--- src/rtl/fpgc_reset_pkg.sv ---
// Types shared by the FPGC4 reset sequencer: sequence states and reset-cause codes.
package fpgc_reset_pkg;

    typedef enum logic [1:0] {
        HOLD_EXT,
        HOLD_SYS,
        RUN
    } seq_state_e;

    typedef enum logic [1:0] {
        CAUSE_POR = 2'b00,
        CAUSE_BTN = 2'b01,
        CAUSE_DTR = 2'b10,
        CAUSE_WDT = 2'b11
    } reset_cause_e;

    function automatic int unsigned max_u(input int unsigned a, input int unsigned b);
        return (a > b) ? a : b;
    endfunction

endpackage

--- src/rtl/reset_debouncer.sv ---
// Synchroniser plus stable-count debouncer; `rise` is a same-cycle strobe for the
// debounced level going 0->1 (raw input treated as active-high).
module reset_debouncer #(
    parameter int unsigned SYNC_STAGES     = 2,
    parameter int unsigned DEBOUNCE_CYCLES = 1
) (
    input  logic clk,
    input  logic nreset,
    input  logic raw,
    output logic sample,
    output logic level,
    output logic rise
);

    localparam int unsigned CNT_W = $clog2(DEBOUNCE_CYCLES) + 1;
    localparam logic [CNT_W-1:0] CNT_LAST = CNT_W'(DEBOUNCE_CYCLES - 1);

    logic [SYNC_STAGES-1:0] sync_q;
    logic [CNT_W-1:0]       stable_cnt;
    logic                   settle;

    assign sample = sync_q[SYNC_STAGES-1];
    // The Nth consecutive differing sample flips the level on this edge.
    assign settle = (sample != level) && (stable_cnt == CNT_LAST);
    assign rise   = settle && sample;

    always_ff @(posedge clk or negedge nreset) begin
        if (!nreset) begin
            sync_q     <= '0;
            stable_cnt <= '0;
            level      <= 1'b0;
        end else begin
            sync_q <= {sync_q[SYNC_STAGES-2:0], raw};
            if (sample == level) begin
                stable_cnt <= '0;
            end else if (settle) begin
                level      <= sample;
                stable_cnt <= '0;
            end else begin
                stable_cnt <= stable_cnt + 1'b1;
            end
        end
    end

endmodule

--- src/rtl/reset_sequencer.sv ---
// FPGC4 central reset source: ordered ext/sys reset release after POR, button or DTR.
// Optional watchdog trigger enabled by defining RSTSEQ_WATCHDOG_EN.
module reset_sequencer
    import fpgc_reset_pkg::*;
#(
    parameter int unsigned SYNC_STAGES     = 2,
    parameter int unsigned DEBOUNCE_CYCLES = 250000,
    parameter int unsigned EXT_HOLD_CYCLES = 25000,
    parameter int unsigned SYS_HOLD_CYCLES = 1024,
    parameter int unsigned WDT_CYCLES      = 50000000
) (
    input  logic       clk,
    input  logic       nreset,
    input  logic       btn_n,
    input  logic       dtr,
    input  logic       wdt_kick,
    output logic       sys_reset,
    output logic       ext_reset,
    output logic       ext_nreset,
    output logic       dtr_level,
    output logic [1:0] reset_cause
);

    localparam int unsigned CNT_W = $clog2(max_u(EXT_HOLD_CYCLES, SYS_HOLD_CYCLES)) + 1;
    localparam logic [CNT_W-1:0] EXT_LAST = CNT_W'(EXT_HOLD_CYCLES - 1);
    localparam logic [CNT_W-1:0] SYS_LAST = CNT_W'(SYS_HOLD_CYCLES - 1);

    seq_state_e   state;
    logic [CNT_W-1:0] cnt;
    logic         btn_rise, dtr_rise, wdt_fire, trigger;
    reset_cause_e trig_cause;
    logic         btn_sample, btn_level, dtr_settled;
    logic         unused_sigs;

    // Button is inverted ahead of the synchroniser so a cleared chain reads "not pressed".
    reset_debouncer #(
        .SYNC_STAGES    (SYNC_STAGES),
        .DEBOUNCE_CYCLES(DEBOUNCE_CYCLES)
    ) u_btn (
        .clk   (clk),
        .nreset(nreset),
        .raw   (~btn_n),
        .sample(btn_sample),
        .level (btn_level),
        .rise  (btn_rise)
    );

    reset_debouncer #(
        .SYNC_STAGES    (SYNC_STAGES),
        .DEBOUNCE_CYCLES(1)
    ) u_dtr (
        .clk   (clk),
        .nreset(nreset),
        .raw   (dtr),
        .sample(dtr_level),
        .level (dtr_settled),
        .rise  (dtr_rise)
    );

`ifdef RSTSEQ_WATCHDOG_EN
    localparam int unsigned WDT_W = $clog2(WDT_CYCLES) + 1;
    localparam logic [WDT_W-1:0] WDT_LAST = WDT_W'(WDT_CYCLES - 1);

    logic [WDT_W-1:0] wdt_cnt;

    always_ff @(posedge clk or negedge nreset) begin
        if (!nreset) begin
            wdt_cnt <= '0;
        end else if (state != RUN || wdt_kick || trigger) begin
            wdt_cnt <= '0;
        end else begin
            wdt_cnt <= wdt_cnt + 1'b1;
        end
    end

    assign wdt_fire    = (state == RUN) && (wdt_cnt == WDT_LAST) && !wdt_kick;
    assign unused_sigs = ^{btn_sample, btn_level, dtr_settled};
`else
    assign wdt_fire    = 1'b0;
    assign unused_sigs = ^{btn_sample, btn_level, dtr_settled, wdt_kick, (WDT_CYCLES != 0)};
`endif

    always_comb begin
        trigger    = 1'b1;
        trig_cause = CAUSE_POR;
        if (wdt_fire)      trig_cause = CAUSE_WDT;
        else if (btn_rise) trig_cause = CAUSE_BTN;
        else if (dtr_rise) trig_cause = CAUSE_DTR;
        else               trigger    = 1'b0;
    end

    always_ff @(posedge clk or negedge nreset) begin
        if (!nreset) begin
            state       <= HOLD_EXT;
            cnt         <= '0;
            sys_reset   <= 1'b1;
            ext_reset   <= 1'b1;
            reset_cause <= CAUSE_POR;
        end else if (trigger) begin
            state       <= HOLD_EXT;
            cnt         <= '0;
            sys_reset   <= 1'b1;
            ext_reset   <= 1'b1;
            reset_cause <= trig_cause;
        end else begin
            case (state)
                HOLD_EXT: begin
                    if (cnt == EXT_LAST) begin
                        state     <= HOLD_SYS;
                        cnt       <= '0;
                        ext_reset <= 1'b0;
                    end else begin
                        cnt <= cnt + 1'b1;
                    end
                end
                HOLD_SYS: begin
                    if (cnt == SYS_LAST) begin
                        state     <= RUN;
                        cnt       <= '0;
                        sys_reset <= 1'b0;
                    end else begin
                        cnt <= cnt + 1'b1;
                    end
                end
                RUN:     cnt <= '0;
                default: state <= HOLD_EXT;
            endcase
        end
    end

    assign ext_nreset = ~ext_reset;

endmodule

--- config.mk ---
export PLATFORM = sky130hd
export DESIGN_NAME = reset_sequencer
export DESIGN_NICKNAME = d
export VERILOG_FILES = /design/src/rtl/fpgc_reset_pkg.sv /design/src/rtl/reset_debouncer.sv /design/src/rtl/reset_sequencer.sv
export SDC_FILE = /design/constraint.sdc
export NUM_CORES = 1
export LEC_CHECK = 0
export ABC_AREA = 1
export CAP_MARGIN = 20
export CORE_UTILIZATION = 45
export CTS_CLUSTER_DIAMETER = 30
export DETAILED_ROUTE_END_ITERATION = 8
export DONT_BUFFER_PORTS = 1
export PLACE_DENSITY_LB_ADDON = 0.2
export SYNTH_ARGS = -nofsm -noshare
export SYNTH_HDL_FRONTEND = slang
export SYNTH_SLANG_ARGS = --single-unit
--- constraint.sdc ---
create_clock -name clk -period 4.3 [get_ports clk]
set_clock_uncertainty 0.1 [all_clocks]
set_input_delay 1.075 -clock clk [delete_from_list [all_inputs] [get_ports clk]]
set_output_delay 1.075 -clock clk [all_outputs]
set_load 0.005 [all_outputs]
==> flow_metrics.tcl <==
set metrics [dict create \
    fin_nets 408 \
    io_pins 11 \
    place_inst 465 \
    gp_congestion 0.947 \
    ys_async_sr_fraction 1.00 \
    post-route-period-util 0.514 \
    yosys.area_share.simple 0.381 \
    grtUsageTotal 0.214 \
    hold_class "reg2reg" \
    drt-initial-drc-count 167 \
    tightest_slew_ns 0.575 \
    finalHoldViolations 0 \
    cts_tree "yes" \
    antenna_found_initial 0 \
    port_buffers 0 \
    ctsResizeCount 0 \
    antenna_cells 0 \
    path_cells "inv_1 > ha_1 > clkinv_1 > nand2_1 > nand4_1 > o21ai_0" \
    tns_ns 0 \
    synthAdderAreaFrac 0.0259 \
    syn-cell-area_um2 2890 \
    fmaxAchievable_mhz 452 \
    place_area_um2 2940 \
    dr.pass1.iters 4 \
    synth-compound-area-share 0.0553 \
    slew_headroom 0.617 \
    synth_cell_type_count 34 \
    min_period_ns 2.21 \
    cts_setup_buffers 0 \
    synth_top_family_by_area "simple AND/OR/NAND/NOR gates" \
    status "complete, no violations" \
    path_max_fanout 17 \
    place_ws_ns 2.12 \
    wl_per_cell_um 13.3 \
    worstSkewPairLatency_ns 0.30 \
    setup_viol 0 \
    drive_above_1_share 0.0678 \
    slew_viol_final 0 \
    fin_cells 473 \
    synth_xor_area_frac 0.0393 \
    leakage_nw 1.45 \
    clock_tree.root_cell "clkbuf_8" \
    grt_max_degree 49 \
    synthMuxAreaShare 0 \
    htree_levels 2 \
    endpoint_kind "register" \
    grt_pass1_vias 2384 \
    viasPerCell 5.25 \
    yosysSeqAreaShare 0.416 \
    row_count 28 \
    ys_seq_elements 48 \
    worstPathRequired_ns 4.42 \
    ys_warn_count 0 \
    die_w_um 82.2 \
    drtAntennaViolNets 0 \
    grt_first_pass_wirelength_mm 11.0 \
    drc 0 \
    cts_buffers 5 \
    max_stage_delay_ns 0.65 \
    via_count 2481 \
    synth_fp_nets 409 \
    area_delta_synth_final_pct 6.31 \
    synth_flop_cell "dfrtp_1" \
    critPathSlowestCell "ha_1" \
    setup_slack_ns 2.09 \
    worstSetupPathType "reg2reg" \
    start_util 0.477 \
    numClockSinks 48 \
    coreArea_um2 6060 \
    cts_buffer_depth 2 \
    synthCells 398 \
    dp_hpwl_mm 4.39 \
    ir_drop_uv 177 \
    rrSetupSlack_ns 2.09 \
    grt_overflow_total 0 \
    cp_data_arrival_time_ns 2.33 \
    stdcell_area_um2 3080 \
    final_cell_mix "nand2_1 (113), nor2_1 (47), dfrtp_1 (46)" \
    rsz0062_at_grt "false" \
    synth_edf_count 0 \
    clk_pin_slew_worst_paths_ns 0.10 \
    wl_mm 6.28 \
    ctsHoldBuffers 0 \
    pwr_density_cell_nw_per_um2 333 \
    cap_violations 0 \
    final_common_cell "nand2_1" \
    startpoint_type "register" \
    dieHeight_um 82.2 \
    synth.avg_cell_area_um2 7.27 \
    dieArea_um2 6760 \
]
synthesized netlist by cell type, drive strengths merged (2+ instances only):
cell type	instances	area, um^2
nor3	9	45.0
nor3b	2	15.0
buf	7	45.0
dfstp	2	52.6
ha	6	75.1
xnor2	3	26.3
nand3	44	250
nand2	116	448
nand4	16	100
dfrtp	46	1150
o21ai	15	78.8
inv	47	181
a21oi	12	60.1
nor2	55	231
xor2	10	87.6
kinds of logic (layout without fill, tap and decap cells):
family                   count (synthesis)  count (layout)
AND/OR/NAND/NOR                        244             244
buffers and inverters                   56              56
flip-flops                              48              48
AO/OA/AOI/OAI                           30              30
XOR/XNOR                                13              13
adder cells (fa/ha/maj)                  6               6
other                                    1               1
per-stage QoR:
stage                     hold WS (ns)  utilization  power [mW]
after floorplan                  0.231            -       0.610
after global placement           0.243        0.485       0.630
after detailed placement         0.241        0.485       0.632
after CTS                        0.264        0.508        1.03
after global routing             0.268        0.508        1.08
final                            0.260        0.508        1.02
power breakdown:
| part | internal (mW) | total, mW | switching, mW |
|---|---|---|---|
| logic | 0.0461 | 0.122 | 0.0755 |
| registers | 0.479 | 0.506 | 0.0272 |
| clock network | 0.234 | 0.397 | 0.162 |
area by class of cell:
cell class / instances / area (um^2)
Inverter: 48 / 185
Tap cell: 75 / 93.8
Sequential cell: 48 / 1200
Fill cell: 597 / 2980
Multi-Input combinational cell: 294 / 1460
Clock inverter: 3 / 68.8
Clock buffer: 5 / 68.8
path summary, 6_finish.rpt:
| kind | depth (start not counted) | from | endpoint |
|---|---|---|---|
| worst min-delay path | 0 | u_dtr.sync_q[0] | u_dtr.sync_q[1] |
| min in group asynchronous | 0 | nreset | u_btn.stable_cnt[4] |
| worst max-delay path | 6 | state[0] | cnt[0] |
| worst min register to register | 0 | u_dtr.sync_q[0] | u_dtr.sync_q[1] |
| worst max register to register | 6 | state[0] | cnt[0] |
| max in group asynchronous | 0 | nreset | sys_reset |
sequential cells by signal (all words and copies together) (netlist names):
| signal | count |
|---|---|
| cnt | 16 |
| ext_reset | 1 |
| reset_cause | 2 |
| state | 2 |
| sys_reset | 1 |
| u_btn.level | 1 |
| u_btn.stable_cnt | 19 |
| u_btn.sync_q | 2 |
| u_dtr.level | 1 |
| u_dtr.stable_cnt | 1 |
| u_dtr.sync_q | 2 |
per-layer routing:
metal	share of wire	wire [um]	GRT usage
met1	0.51	3210	0.312
met2	0.43	2730	0.326
met3	0.050	312	0.0374
met4	0.0054	34	0.0561
met5	0	0	0
worst max-delay path, delay by kind of cell (launching register included):
| kind | cells | cell delay (ns) |
|---|---|---|
| and+or+nand+nor | 2 | 0.31 |
| adders and majority gates | 1 | 0.65 |
| buffers and inverters | 2 | 0.56 |
| DFF | 1 | 0.41 |
| AOI/OAI and AO/OA | 1 | 0.10 |
No activity file was read; power rests on OpenSTA's default activity.
